$ cat config.mk
export PLATFORM = sky130hd
export DESIGN_NAME = axis_crc32_mpeg2_arbiter
export DESIGN_NICKNAME = d
export VERILOG_FILES = /design/src/rtl/axis_crc_arb_pkg.sv /design/src/rtl/axis_rr_arbiter.sv /design/src/rtl/axis_crc32_mpeg2_arbiter.sv
export SDC_FILE = /design/constraint.sdc
export NUM_CORES = 1
export LEC_CHECK = 0
export CAP_MARGIN = 20
export CORE_AREA = 2 2 104 106
export CTS_BUF_LIST = sky130_fd_sc_hd__clkbuf_4
export DETAILED_ROUTE_END_ITERATION = 16
export DIE_AREA = 0 0 106 108
export DONT_BUFFER_PORTS = 1
export PLACE_DENSITY_LB_ADDON = 0.05
export SLEW_MARGIN = 20
export SYNTH_ARGS = -nofsm -noshare
export SYNTH_HDL_FRONTEND = slang
export SYNTH_HIERARCHICAL = 1
export SYNTH_SLANG_ARGS = --single-unit
$ cat constraint.sdc
create_clock -name aclk -period 3.4 [get_ports aclk]
set_input_delay 0.34 -clock aclk [delete_from_list [all_inputs] [get_ports aclk]]
set_output_delay 0.34 -clock aclk [all_outputs]
set_load 0.05 [all_outputs]
$ cat src/rtl/axis_crc_arb_pkg.sv
`default_nettype none
// ============================================================================
//  Module      : axis_crc_arb_pkg
//  Description : Shared types and helpers for the CRC32/MPEG-2 engine
//                arbiter. Holds the FSM state encoding, the source-index
//                width helper and a round-robin pick function.
//  Revision    : 1.0 - initial release
// ============================================================================
package axis_crc_arb_pkg;

    // Largest supported number of requesters. Request vectors are padded to
    // this width before being handed to rr_pick.
    localparam int unsigned MAX_SRC         = 16;
    localparam int unsigned RR_IDX_W        = 4;
    localparam int unsigned NUM_SRC_DEFAULT = 4;

    typedef enum logic [1:0] {
        ST_IDLE     = 2'd0,
        ST_STREAM   = 2'd1,
        ST_WAIT_CRC = 2'd2,
        ST_RESULT   = 2'd3
    } arb_state_t;

    // Width of a source index; never below 1 so a single-bit field exists
    // even for degenerate source counts.
    function automatic int unsigned idx_width(input int unsigned n);
        int unsigned w;
        w = (n <= 2) ? 1 : $clog2(n);
        return w;
    endfunction

    localparam int unsigned SRC_IDX_W = idx_width(NUM_SRC_DEFAULT);

    // First set bit of req at or above ptr, wrapping at n. Returns ptr when
    // nothing is requesting; callers qualify with their own found flag.
    function automatic int unsigned rr_pick(
        input logic [MAX_SRC-1:0] req,
        input int unsigned        ptr,
        input int unsigned        n
    );
        int unsigned pick;
        int unsigned idx;
        logic        hit;
        pick = ptr;
        hit  = 1'b0;
        for (int unsigned k = 0; k < MAX_SRC; k++) begin
            idx = (ptr + k) % n;
            if (!hit && (k < n) && req[idx[RR_IDX_W-1:0]]) begin
                pick = idx;
                hit  = 1'b1;
            end
        end
        return pick;
    endfunction

endpackage : axis_crc_arb_pkg
`default_nettype wire

$ cat src/rtl/axis_rr_arbiter.sv
`default_nettype none
// ============================================================================
//  Module      : axis_rr_arbiter
//  Description : Purely combinational round-robin selector. Given a request
//                vector and a priority pointer it returns the index of the
//                first requester at or above the pointer (with wrap) and a
//                flag saying whether any requester exists.
//  Ports       : i_req   - request vector, one bit per source
//                i_ptr   - index holding highest priority this decision
//                o_grant - selected index (valid when o_found)
//                o_found - at least one request is present
//  Revision    : 1.0 - initial release
// ============================================================================
module axis_rr_arbiter
    import axis_crc_arb_pkg::*;
#(
    parameter int unsigned NUM_SRC = 4,
    localparam int unsigned C_IDX_W = idx_width(NUM_SRC)
) (
    input  logic [NUM_SRC-1:0] i_req,
    input  logic [C_IDX_W-1:0] i_ptr,
    output logic [C_IDX_W-1:0] o_grant,
    output logic               o_found
);

    logic [MAX_SRC-1:0] w_req_pad;

    always_comb begin
        w_req_pad              = '0;
        w_req_pad[NUM_SRC-1:0] = i_req;
        o_grant                = C_IDX_W'(rr_pick(w_req_pad, 32'(i_ptr), NUM_SRC));
        o_found                = |i_req;
    end

endmodule : axis_rr_arbiter
`default_nettype wire

$ cat src/rtl/axis_crc32_mpeg2_arbiter.sv
`default_nettype none
// ============================================================================
//  Module      : axis_crc32_mpeg2_arbiter
//  Description : Shares one CRC32/MPEG-2 engine between NUM_SRC AXI-Stream
//                packet sources. Round-robin arbitration, locked for a whole
//                packet; the engine's CRC is returned tagged with the source
//                index (tid) and the packet word count (tuser).
//  Ports       : aclk / areset          - clock, synchronous active-high reset
//                s_axis_*               - NUM_SRC packed slave streams
//                eng_t*                 - data stream to the CRC engine
//                eng_crc_t*             - CRC result stream from the engine
//                m_axis_*               - tagged result stream
//                busy                   - FSM is not idle
//  Revision    : 1.0 - initial release
// ============================================================================
module axis_crc32_mpeg2_arbiter
    import axis_crc_arb_pkg::*;
#(
    parameter int unsigned NUM_SRC        = 4,
    parameter int unsigned AXI_DATA_WIDTH = 32,
    parameter int unsigned CRC_WIDTH      = 32,
    parameter int unsigned LEN_WIDTH      = 16
) (
    input  logic                              aclk,
    input  logic                              areset,
    input  logic [NUM_SRC*AXI_DATA_WIDTH-1:0] s_axis_tdata,
    input  logic [NUM_SRC-1:0]                s_axis_tvalid,
    input  logic [NUM_SRC-1:0]                s_axis_tlast,
    output logic [NUM_SRC-1:0]                s_axis_tready,
    output logic [AXI_DATA_WIDTH-1:0]         eng_tdata,
    output logic                              eng_tvalid,
    output logic                              eng_tlast,
    input  logic                              eng_tready,
    input  logic [CRC_WIDTH-1:0]              eng_crc_tdata,
    input  logic                              eng_crc_tvalid,
    output logic                              eng_crc_tready,
    output logic [CRC_WIDTH-1:0]              m_axis_tdata,
    output logic [$clog2(NUM_SRC)-1:0]        m_axis_tid,
    output logic [LEN_WIDTH-1:0]              m_axis_tuser,
    output logic                              m_axis_tvalid,
    input  logic                              m_axis_tready,
    output logic                              busy
);

    localparam int unsigned C_IDX_W = idx_width(NUM_SRC);

    arb_state_t                r_state;
    arb_state_t                w_next_state;

    logic [C_IDX_W-1:0]        r_rr_ptr;
    logic [C_IDX_W-1:0]        r_grant;
    logic [LEN_WIDTH-1:0]      r_count;

    logic [CRC_WIDTH-1:0]      r_m_tdata;
    logic [C_IDX_W-1:0]        r_m_tid;
    logic [LEN_WIDTH-1:0]      r_m_tuser;
    logic                      r_m_tvalid;

    logic [C_IDX_W-1:0]        w_arb_grant;
    logic                      w_arb_found;

    logic [AXI_DATA_WIDTH-1:0] w_src_data;
    logic                      w_src_valid;
    logic                      w_src_last;
    logic                      w_eng_hs;

    // ------------------------------------------------------------------
    // Arbitration decision, only consumed while idle
    // ------------------------------------------------------------------
    axis_rr_arbiter #(
        .NUM_SRC (NUM_SRC)
    ) u_rr_arbiter (
        .i_req   (s_axis_tvalid),
        .i_ptr   (r_rr_ptr),
        .o_grant (w_arb_grant),
        .o_found (w_arb_found)
    );

    // Granted-source mux; r_grant is stable for the whole packet
    assign w_src_data  = s_axis_tdata[r_grant*AXI_DATA_WIDTH +: AXI_DATA_WIDTH];
    assign w_src_valid = s_axis_tvalid[r_grant];
    assign w_src_last  = s_axis_tlast[r_grant];
    assign w_eng_hs    = (r_state == ST_STREAM) && w_src_valid && eng_tready;

    // ------------------------------------------------------------------
    // FSM: state register
    // ------------------------------------------------------------------
    always_ff @(posedge aclk) begin
        if (areset) begin
            r_state <= ST_IDLE;
        end else begin
            r_state <= w_next_state;
        end
    end

    // ------------------------------------------------------------------
    // FSM: next-state logic
    // ------------------------------------------------------------------
    always_comb begin
        w_next_state = r_state;
        case (r_state)
            ST_IDLE: begin
                if (w_arb_found) begin
                    w_next_state = ST_STREAM;
                end
            end
            ST_STREAM: begin
                if (w_eng_hs && w_src_last) begin
                    w_next_state = ST_WAIT_CRC;
                end
            end
            ST_WAIT_CRC: begin
                if (eng_crc_tvalid) begin
                    w_next_state = ST_RESULT;
                end
            end
            ST_RESULT: begin
                if (m_axis_tready) begin
                    w_next_state = ST_IDLE;
                end
            end
            default: w_next_state = ST_IDLE;
        endcase
    end

    // ------------------------------------------------------------------
    // FSM: outputs. The engine path is a pure wire-through from the granted
    // source so that no extra latency is added per word.
    // ------------------------------------------------------------------
    always_comb begin
        s_axis_tready  = '0;
        eng_tdata      = '0;
        eng_tvalid     = 1'b0;
        eng_tlast      = 1'b0;
        eng_crc_tready = 1'b0;
        busy           = (r_state != ST_IDLE);
        case (r_state)
            ST_STREAM: begin
                s_axis_tready[r_grant] = eng_tready;
                eng_tdata              = w_src_data;
                eng_tvalid             = w_src_valid;
                eng_tlast              = w_src_last;
            end
            ST_WAIT_CRC: begin
                eng_crc_tready = 1'b1;
            end
            default: ;
        endcase
    end

    // ------------------------------------------------------------------
    // Datapath registers: grant, word count, result and rr pointer
    // ------------------------------------------------------------------
    always_ff @(posedge aclk) begin
        if (areset) begin
            r_rr_ptr   <= '0;
            r_grant    <= '0;
            r_count    <= '0;
            r_m_tdata  <= '0;
            r_m_tid    <= '0;
            r_m_tuser  <= '0;
            r_m_tvalid <= 1'b0;
        end else begin
            case (r_state)
                ST_IDLE: begin
                    r_count <= '0;
                    if (w_arb_found) begin
                        r_grant <= w_arb_grant;
                    end
                end
                ST_STREAM: begin
                    // Saturate rather than wrap so an oversized packet
                    // reports the maximum instead of a small bogus length.
                    if (w_eng_hs && (r_count != '1)) begin
                        r_count <= r_count + LEN_WIDTH'(1);
                    end
                end
                ST_WAIT_CRC: begin
                    if (eng_crc_tvalid) begin
                        r_m_tdata  <= eng_crc_tdata;
                        r_m_tid    <= r_grant;
                        r_m_tuser  <= r_count;
                        r_m_tvalid <= 1'b1;
                    end
                end
                ST_RESULT: begin
                    if (m_axis_tready) begin
                        r_m_tvalid <= 1'b0;
                        // Source that just finished gets lowest priority next.
                        r_rr_ptr   <= (r_grant == C_IDX_W'(NUM_SRC - 1))
                                      ? '0 : (r_grant + C_IDX_W'(1));
                    end
                end
                default: ;
            endcase
        end
    end

    assign m_axis_tdata  = r_m_tdata;
    assign m_axis_tid    = r_m_tid;
    assign m_axis_tuser  = r_m_tuser;
    assign m_axis_tvalid = r_m_tvalid;

endmodule : axis_crc32_mpeg2_arbiter
`default_nettype wire
== After elaboration in Yosys (flattened, before gate mapping) ==
Index checks and enable logic that the tools add are counted.

* Register bits after elaboration: 73
* Latch bits: 0
* Memory bits (writable): 0
* ROM bits: 0
* Input bits: 173
* Output and inout bits: 91
* Logic and storage cells: 89
* Memories kept: 0

* $add $sub $neg: 5
* Multiply operators: 0
* Div/mod/pow operators: 0
* $lt $le $gt $ge: 6
* Eq/ne operators: 10
* Shift-type cells: 1
* Mux-type cells: 36
* Bitwise operators: 1
* Reduce and logical (&&, ||, !) cells: 22

{| class="wikitable"
|+ Operator list
! cell !! number
|-
| 128-bit by 8-bit indexed part select with 32-bit output || 1
|-
| 32-bit two-way mux || 1
|-
| 16-bit one-hot mux with 2 select lines || 1
|-
| 2-bit by 5-bit < comparator with 1-bit output (second input constant) || 4
|-
| 16-bit by 1-bit adder with 16-bit output (second input constant) || 1
|-
| 16-bit two-way mux || 1
|-
| 2-bit two-way mux || 8
|-
| 16-bit != test (second input constant) || 1
|-
| 1-bit two-way mux || 15
|-
| 1-bit binary-select mux with 2-bit select || 6
|-
| 1-bit logical AND || 8
|-
| 2-bit one-hot mux with 4 select lines || 1
|-
| 2-bit AND reduction || 4
|-
| 2-bit equality test (second input constant) || 3
|-
| 2-bit by 1-bit != test with 1-bit output (second input constant) || 3
|-
| 2-bit nonzero test || 3
|-
| 2-bit by 1-bit adder with 2-bit output (second input constant) || 2
|-
| 2-bit adder (second input constant) || 2
|-
| 4-bit bitwise AND || 1
|-
| 4-bit two-way mux || 1
|-
| 2-bit != test (second input constant) || 2
|-
| 4-bit AND reduction || 1
|-
| 4-bit OR reduction || 1
|-
| 1-bit zero test || 3
|-
| 7 further kinds || 7
|}

== Depth between registers and ports, before layout ==
Gate-level depths: netlist (run 1).

* Word-level depth: 12
* Mapped depth: 7
* Mapped depth without buffers: 6

== Cells and area by module ==
The synthesis (run 1) kept the hierarchy.

{| class="wikitable"
|+ By module, submodules not included
! module !! times used !! cells an instance !! area an instance (sq um) !! seq. area each (sq um)
|-
| axis_crc32_mpeg2_arbiter || 1 || 465 || 4112.7 || 1461.4
|-
| axis_rr_arbiter || 1 || 16 || 96.3 || 0.0
|}

== Worst setup path before layout (run 1) ==
No wires, ideal clock.

* Path type: register -> output
* Start point: register r_grant[0]
* End point: output eng_tdata[10]
* Arrival time: 1816 ps
* Required time: 3060 ps
* Path slack: 1244 ps
* Stages on the path, launching flop included: 5
* Buffers on the path: 2
* Path through: dfxtp_1 buf_2 buf_2 mux4_2 and2_1

* Word-level cells in the longest chain between the ends: 2

{| class="wikitable"
|+ RTL lines
! element !! RTL line !! RTL
|-
| from (decl) || axis_crc32_mpeg2_arbiter.sv:51 || <nowiki>logic [C_IDX_W-1:0] r_grant;</nowiki>
|-
| from (signal assigned) || axis_crc32_mpeg2_arbiter.sv:168 || <nowiki>r_grant <= w_arb_grant;</nowiki>
|-
| 128-bit by 8-bit indexed part select with 32-bit output || axis_crc32_mpeg2_arbiter.sv:80 || <nowiki>assign w_src_data = s_axis_tdata[r_grant*AXI_DATA_WIDTH +: AXI_DATA_WIDTH];</nowiki>
|-
| 32-bit two-way mux || axis_crc32_mpeg2_arbiter.sv:137 || <nowiki>case (r_state)</nowiki>
|-
| to (decl) || axis_crc32_mpeg2_arbiter.sv:30 || <nowiki>output logic [AXI_DATA_WIDTH-1:0] eng_tdata,</nowiki>
|}

Every way passes these cells.

== Worst setup path in the final report (run 1) ==
* Start point: register r_grant[0]
* End point: output eng_tlast

* Word-level cells in the longest chain between the ends: 3

{| class="wikitable"
|+ RTL lines
! element !! RTL line !! RTL
|-
| 1-bit binary-select mux with 2-bit select || axis_crc32_mpeg2_arbiter.sv:82 || <nowiki>assign w_src_last = s_axis_tlast[r_grant];</nowiki>
|-
| 1-bit two-way mux (implied by the code) || axis_crc32_mpeg2_arbiter.sv:82 ||
|-
| 1-bit two-way mux || axis_crc32_mpeg2_arbiter.sv:137 ||
|-
| to (decl) || axis_crc32_mpeg2_arbiter.sv:32 || <nowiki>output logic eng_tlast,</nowiki>
|}

Every way passes these cells. The select of a mux whose other input is x is not followed.

==> flow_summary.ini, run 1 <==
[run_status]
status = finished clean

[layout]
nNetsFinal = 649
syn_to_final_growth_pct = 6.926
drive_gt1_share_pct = 15.47
fill_cells = 1018
utilization_pct = 43.99
final_cells = 615
seqCellArea_mm2 = 0.001464
multi_input_area_mm2 = 0.002564

[synthesis]
async_flop_share_pct = 0
synth_edf_count = 0
yosysTopAreaCellShare_pct = 34.72
ys_ff_latch = 73
synth_fp_nets = 663
syn_avg_cell_area_um2 = 8.751
ys_seq_area_share_pct = 34.72
ys_top_cells_by_area = dfxtp_1 35%, mux4_2 18%, nand2_1 11%, a21oi_1 7.8%, and2_1 5.8%
synthTopCellsByCount = 120 x nand2_1, 73 x dfxtp_1, 66 x a21oi_1, 39 x and2_1, 34 x mux4_2
synth_area_mm2 = 0.004209
yosysTopAreaCell = dfxtp_1
synthCells = 481
ys_warn_count = 6
synthFlopType = dfxtp_1
synth_most_common_cell = nand2_1
ys_types = 46

[sta]
finalHoldViolCount = 0
timing.fmax_ghz = 0.3688
drv_slew = 0
tns_ns = 0
setup_ws_ns = 0.6883
setup_viol = 0
slew_headroom_pct = 51.59
finalCritPeriodShare_pct = 79.76
clock_skew_ns = 0.01414
finalCriticalPeriod_ns = 2.712
tightest_slew_ns = 0.7201
rsz0062_at_grt = false

[critical_path]
cp_max_fo = 19
cp.required_ns = 3.06
critPathKind = flip-flop to primary output
end_kind = primary output
slowest_stage = dfxtp_2
cp_cell_sequence = buf_4 -> mux4_2 -> and2_1
start_kind = flip-flop
max_stage_delay_ns = 0.69
cp_data_arrival_time_ns = 2.37

[cts]
post_cts_buffers = 0
cts_max_path_buffers = 2
clk_pin_slew_worst_paths_ns = 0.13
htreeDepth = 3
clk_latency_ns = 0.40
numClockSinks = 73
root_buffer = clkbuf_4
cts_tree = yes
numCtsBuffers = 9

[drt]
wl_um = 13960
vias_per_cell = 5.953
drc = 0
vias = 3661
final_antenna_net_count = 0
drt-wirelength-per-cell_um = 22.69
drtIter0Drc = 291
firstDrtPassIters = 4

[power_and_ir_drop]
powerDensity_mw_per_mm2 = 646.9
irDropWorstVdd_mv = 0.2695
power.total_mw = 2.911
p_leak_nw = 1.401

[grt]
grt_pass1_vias = 3441
grt_usage_pct = 23.70
antenna_found_initial = 9
grt_max_degree = 58
overflow = 0
grt_pass1_wl_um = 20350

[floorplanning]
die_h_um = 108
fp-row-count = 37
dieArea_mm2 = 0.01145
initial_utilization_pct = 41.14
core_area_mm2 = 0.01023
die_w_um = 106
num_io_pins = 264

[run]
drv_cap = 0

[place]
pre_cts_ws_ns = 1.089
dp.cells = 590
gp_congestion = 1.008
port_buffers = 0
dp_hpwl_um = 10680

[min_path]
hp-class = input pin to flip-flop
==> flip-flops by register name, summed over array words and instances, names as in the netlist <==
signal / count
r_state: 2
r_rr_ptr: 2
m_axis_tvalid: 1
m_axis_tid: 2
m_axis_tdata: 32
m_axis_tuser: 16
r_grant: 2
r_count: 16
==> what timing repair did <==
action | 4_1_cts | 5_1_grt
hold buffers | 2 | 0
gates resized for setup | 0 | 0
endpoints found under the hold margin | 57 | 0
==> critical path: cells and delay by family (launching register included) <==
kind / cells / cell delay [ns]
muxes: 1 / 0.57
buffers and inverters: 1 / 0.31
DFF: 1 / 0.69
and+or+nand+nor: 1 / 0.38
==> report_power, final <==
group | switching (mW) | internal [mW] | leakage, nW
registers | 0.186 | 0.907 | 0.590
logic | 0.942 | 0.330 | 0.737
clock network | 0.312 | 0.235 | 0.0730
total | 1.44 | 1.47 | 1.40
==> path summary, 6_finish.rpt <==
path | slack [ns] | to | from | cells past startpoint
worst max-delay path | 0.69 | eng_tlast | r_grant[0] | 3
worst min-delay path | 0.06 | m_axis_tdata[7] | eng_crc_tdata[7] | 2
worst max register to register | 1.17 | m_axis_tdata[6] | r_state[0] | 6
worst min register to register | 0.52 | m_axis_tuser[9] | r_count[9] | 2
==> kinds of logic (layout without fill, tap and decap cells) <==
group / count (synthesis) / in the layout / synth area share [%]
simple gates: 225 / 225 / 26.46
buf+inv: 46 / 37 / 4.400
mux: 40 / 40 / 19.65
fa+ha+maj: 9 / 9 / 2.675
flops: 73 / 73 / 34.72
compound gates: 88 / 88 / 12.10
other cells: 0 / 7 / 0
==> final cells by class <==
class	instances	area share, %
antenna	7	0.3892
clock buffer	10	1.668
clock inverter	6	1.501
inverter	10	0.8340
multi-input combinational	362	56.96
sequential	73	32.53
tap	136	3.781
timing repair buffer	11	2.335
==> stage by stage <==
step,area [um2],hold slack [ns]
after floorplan,4209,0.4536
after global placement,4303,0.4103
after detailed placement,4303,0.4176
after CTS,4483,0.01936
after global routing,4493,0.02601
final,4501,0.05577
==> layer usage <==
metal	routed length (um)	GRT usage, %	up-vias
met4	235	9.117	4
met2	7141	40.78	200
met3	1568	10.25	26
met1	4985	26.01	1737
met5	26	0	-
li1	-	-	1694
==> cells in the final DEF (no fill, tap or decap), types with 4 or more instances in the layout <==
master	instances
o31ai_1	5
nor3_1	6
dfxtp_1	71
diode_2	7
ha_1	9
inv_1	10
nor2_1	7
or3_1	11
nand3_1	8
a21oi_1	66
and2_1	38
nand4_1	7
mux2i_1	5
buf_4	9
nand2_1	120
clkbuf_4	10
and3_1	4
o21ai_0	4
or4_1	4
mux4_2	34
Power figures use the tool's default switching activity.
==> inputs of run 2 (changes only) <==
Clock period 3.4 ns to 2.7 ns, I/O delays scaled along.
==> flow_summary.ini, run 2 (synthesis results as in run 1) <==
[run_status]
status = finished clean

[min_path]
hold_start = areset
holdPathEnd = r_count[15]
hp-class = input pin to flip-flop
hold_depth = 2

[place]
dp_hpwl_um = 10530
place_area_mm2 = 0.004365
gp_congestion = 0.9954
pre_cts_ws_ns = 0.6849
dp.cells = 595
port_buffers = 0

[layout]
multi_input_area_mm2 = 0.002564
nNetsFinal = 687
final_cell_mix = 120 x nand2_1, 71 x dfxtp_1, 66 x a21oi_1
drive_gt1_share_pct = 15.10
fill_cells = 982
largest_reg_flops = 32
final_common_cell = nand2_1
seqCellArea_mm2 = 0.001464
syn_to_final_growth_pct = 16.17
utilization_pct = 47.79
stdcell_area_mm2 = 0.004890
final_cells = 654

[cts]
numCtsBuffers = 9
htreeDepth = 3
root_buffer = clkbuf_4
numClockSinks = 73
clk_latency_ns = 0.42
clk_pin_slew_worst_paths_ns = 0.12
cts_max_path_buffers = 2
post_cts_buffers = 0
cts_tree = yes

[drt]
drt-wirelength-per-cell_um = 21.68
final_antenna_net_count = 0
vias = 3803
drc = 0
highest_layer = met5
wl_um = 14180
firstDrtPassIters = 5
dr_wl_met2_um = 7114
wl_met3_um = 1517
vias_per_cell = 5.815
wl_met1_um = 5218
drtIter0Drc = 256

[critical_path]
start_kind = flip-flop
ff2ff_path_depth = 5
reg2reg_slack_ns = 0.67
cp_data_arrival_time_ns = 2.09
r2r_start = r_count[0]
cp_max_fo = 39
startpoint = r_grant[0]
r2r-end = r_count[9]
critPathKind = flip-flop to primary output
end_kind = primary output
cp.required_ns = 2.43

[power_and_ir_drop]
cellInternalPower_mw = 1.912
powerDensity_mw_per_mm2 = 770.4
pwr-share-seq_pct = 35.7
p_leak_nw = 1.572
irDropWorstVdd_mv = 0.3519
switching_share_pct = 49.23
power.total_mw = 3.767
p_clk_share_pct = 18.5
power_frac_comb_pct = 45.8
switching_power_mw = 1.855

[sta]
setup_ws_ns = 0.3436
worst_hold_slack_ns = 0.02806
finalCritPeriodShare_pct = 87.27
drv_slew = 0
slew_headroom_pct = 57.94
finalCriticalPeriod_ns = 2.356
tightest_slew_ns = 0.6257
clock_skew_ns = 0.01478
tns_ns = 0
rsz0062_at_grt = false
finalHoldViolCount = 0
timing.fmax_ghz = 0.4244
setup_viol = 0

[floorplanning]
die_w_um = 106
num_io_pins = 264
dieArea_mm2 = 0.01145
fp-row-count = 37
initial_utilization_pct = 41.14
die_h_um = 108
core_area_mm2 = 0.01023

[grt]
antenna_found_initial = 12
grt_max_degree = 59
grt_usage_pct = 24.20
grt_pass1_vias = 3652
overflow = 0
grt_pass1_wl_um = 20780

[run]
drv_cap = 0
run 2: area by class of cell:
type	instances	share of cell area [%]
flip-flops and latches	73	29.94
diodes	8	0.4094
well taps	136	3.480
clock buffers	9	1.382
repair buffers	49	10.18
clock inverters	7	1.407
multi-input cells	362	52.43
inverters	10	0.7677
run 2: power by group through the flow:
stage / logic (mW) / registers [mW] / clock network (mW)
final: 1.73 / 1.35 / 0.696
after global routing: 1.85 / 1.35 / 0.755
after CTS: 1.74 / 1.35 / 0.715
after detailed placement: 1.68 / 1.37 / 0
after global placement: 1.67 / 1.37 / 0
after floorplan: 1.44 / 1.35 / 0
run 2: worst max-delay path: stages (launching register included):
cell,delay [ns]
dfxtp_2,0.38
buf_12,0.28
mux4_2,0.60
and2_1,0.39
run 2: worst max-delay path by stage:
stage	cells after the start	end
2_1_floorplan	4	eng_tdata[10]
3_3_place_gp	5	r_count[9]
3_5_place_dp	5	r_count[9]
4_1_cts	3	eng_tlast
5_1_grt	3	eng_tlast
6_report	3	eng_tlast
run 2: metal layers:
layer	global-route usage (%)	vias up
met2	41.15	200
met5	2.232	-
met1	26.14	1792
li1	-	1773
met3	11.09	30
met4	9.868	8
run 2: repair_timing:
action | in CTS | in global routing
resized for setup | 0 | 0
endpoints found under the setup margin | 0 | 0
endpoints found under the hold margin | 58 | 0
hold buffers | 35 | 0
==> inputs of run 3 (changes only) <==
Settings changed: ABC_AREA set to 1, CORE_AREA 2 2 104 106 to 2 2 103 105, DIE_AREA 0 0 106 108 to 0 0 105 107.
Clock period 2.7 ns to 2.62 ns, I/O delays scaled along.
==> flow_summary.ini, run 3 <==
[run_status]
status = finished clean

[min_path]
holdPathEnd = m_axis_tdata[7]
hp-class = input pin to flip-flop
hold_depth = 2
hold_start = eng_crc_tdata[7]

[place]
port_buffers = 0
dp_hpwl_um = 12290
pre_cts_ws_ns = 0.4918
place_area_mm2 = 0.005036
gp_congestion = 0.8931

[layout]
final_cell_mix = 258 x nor2_1, 117 x o21ai_0, 107 x nand2_1
syn_to_final_growth_pct = 16.08
nNetsFinal = 999
seqCellArea_mm2 = 0.001463
fill_cells = 1043
stdcell_area_mm2 = 0.005436
drive_gt1_share_pct = 12.77
multi_input_area_mm2 = 0.002872
largest_reg_flops = 32
final_common_cell = nor2_1

[critical_path]
cp.required_ns = 2.36
reg2reg_slack_ns = 0.48
startpoint = r_grant[0]
max_stage_delay_ns = 0.38
end_kind = primary output
r2r-end = m_axis_tid[0]
cp_max_fo = 69
cp_cell_sequence = buf_12 -> nor2_1 -> nor2_1 -> o21ai_0 -> a21oi_1 -> buf_4
crit_top_cell = nor2_1
r2r_start = r_state[0]
slowest_stage = dfxtp_2
cp_data_arrival_time_ns = 2.03
critPathKind = flip-flop to primary output
ff2ff_path_depth = 7
start_kind = flip-flop

[sta]
setup_viol = 0
tns_ns = 0
slew_headroom_pct = 34.74
timing.fmax_ghz = 0.4366
tightest_slew_ns = 0.9757
worst_hold_slack_ns = 0.01124
clock_skew_ns = 0.01272
setup_ws_ns = 0.3298
rsz0062_at_grt = false
finalCritPeriodShare_pct = 87.41
finalCriticalPeriod_ns = 2.290
finalHoldViolCount = 0
drv_slew = 0

[floorplanning]
initial_utilization_pct = 46.40
num_io_pins = 264
die_w_um = 105
die_h_um = 107
core_area_mm2 = 0.01009
fp-row-count = 37
dieArea_mm2 = 0.01124

[drt]
vias = 5178
firstDrtPassIters = 5
wl_um = 16320
vias_per_cell = 5.399
drc = 0
final_antenna_net_count = 0
drt-wirelength-per-cell_um = 17.02
drtIter0Drc = 465

[grt]
overflow = 0
antenna_found_initial = 2
grt_max_degree = 70
grt_usage_pct = 27.83
grt_pass1_vias = 4821
grt_pass1_wl_um = 24920

[synthesis]
ys_ff_latch = 73
synthTopCellsByCount = 258 x nor2_1, 117 x o21ai_0, 107 x nand2_1, 73 x dfxtp_1, 53 x a21oi_1
async_flop_share_pct = 0
synth_area_mm2 = 0.004683
synthCells = 775
yosysTopAreaCellShare_pct = 31.20
synth_fp_nets = 957
ys_warn_count = 6
ys_top_cells_by_area = dfxtp_1 31%, nor2_1 21%, o21ai_0 13%, nand2_1 8.6%, a21oi_1 5.7%
synth_edf_count = 0
ys_seq_area_share_pct = 31.20
synth_most_common_cell = nor2_1
ys_types = 32
synthFlopType = dfxtp_1
syn_avg_cell_area_um2 = 6.043
yosysTopAreaCell = dfxtp_1

[cts]
clk_latency_ns = 0.43
root_buffer = clkbuf_4
cts-hold-fix-buffers = 27
htreeDepth = 3
cts_resized = 0
clk_pin_slew_worst_paths_ns = 0.14
numCtsBuffers = 9
post_cts_buffers = 0
numClockSinks = 73
cts_tree = yes
cts_max_path_buffers = 2

[power_and_ir_drop]
p_leak_nw = 2.168
powerDensity_mw_per_mm2 = 1076
irDropWorstVdd_mv = 0.5524
power.total_mw = 5.850

[run]
drv_cap = 0
-- run 3: changes by cell type in the layout (fill, tap and decap cells not counted), sizes merged, moves of 11 or more --
cell   change
o21ai    +116
nor2     +257
mux4      -34
inv       +25
nand3     +11
buf       +36
and2      -39
or3       -11
-- run 3: area by class of cell --
type                    instances  share of cell area, %
well taps                     136                  3.130
flip-flops and latches         73                  26.90
diodes                          1                0.04603
inverters                      35                  2.509
multi-input cells             620                  52.82
clock buffers                   9                  1.243
repair buffers                 78                  12.24
clock inverters                 7                  1.105
-- run 3: how the worst max path moves through the flow --
stage                     slack (ns)  cells after the start               end
after floorplan                 0.46                      5     eng_tdata[25]
after global placement          0.57                      7  m_axis_tuser[14]
after detailed placement        0.49                      7  m_axis_tuser[10]
after CTS                       0.32                      6     eng_tdata[26]
after global routing            0.23                      7     m_axis_tid[1]
final                           0.33                      6     eng_tdata[26]
-- run 3: layer usage --
layer	GRT usage, %	up-vias	part of all wire, %
met5	0	-	0.098
met4	10.86	2	2.7
met3	6.809	30	8.0
met2	45.87	207	47
met1	35.10	2363	42
li1	-	2576	-
-- run 3: metrics by stage --
stage / instances / util [%]
4_1_cts: 958 / 53.84
3_3_place_gp: 915 / 49.90
5_1_grt: 958 / 53.84
3_5_place_dp: 915 / 49.90
2_1_floorplan: 775 / -
6_report: 959 / 53.87
-- run 3: kinds of logic (layout without fill, tap and decap cells) --
group | count (synthesis) | count (layout) | share of synthesized area (%)
simple gates | 417 | 417 | 36.66
compound gates | 188 | 188 | 21.13
buf+inv | 82 | 129 | 7.481
flops | 73 | 73 | 31.20
fa+ha+maj | 9 | 9 | 2.405
xor+xnor | 6 | 6 | 1.122
other cells | 0 | 1 | 0
-- run 3: critical path, delay by kind of cell (launching register included) --
family                 cells  cell delay (ns)
AOI/OAI and AO/OA          2             0.40
buffers and inverters      2             0.54
DFF                        1             0.38
and+or+nand+nor            2             0.28
-- run 3: where the power goes --
group / internal [mW] / total, mW / switching, mW
clock network: 0.210 / 0.666 / 0.455
registers: 1.28 / 1.91 / 0.629
logic: 0.942 / 3.27 / 2.33
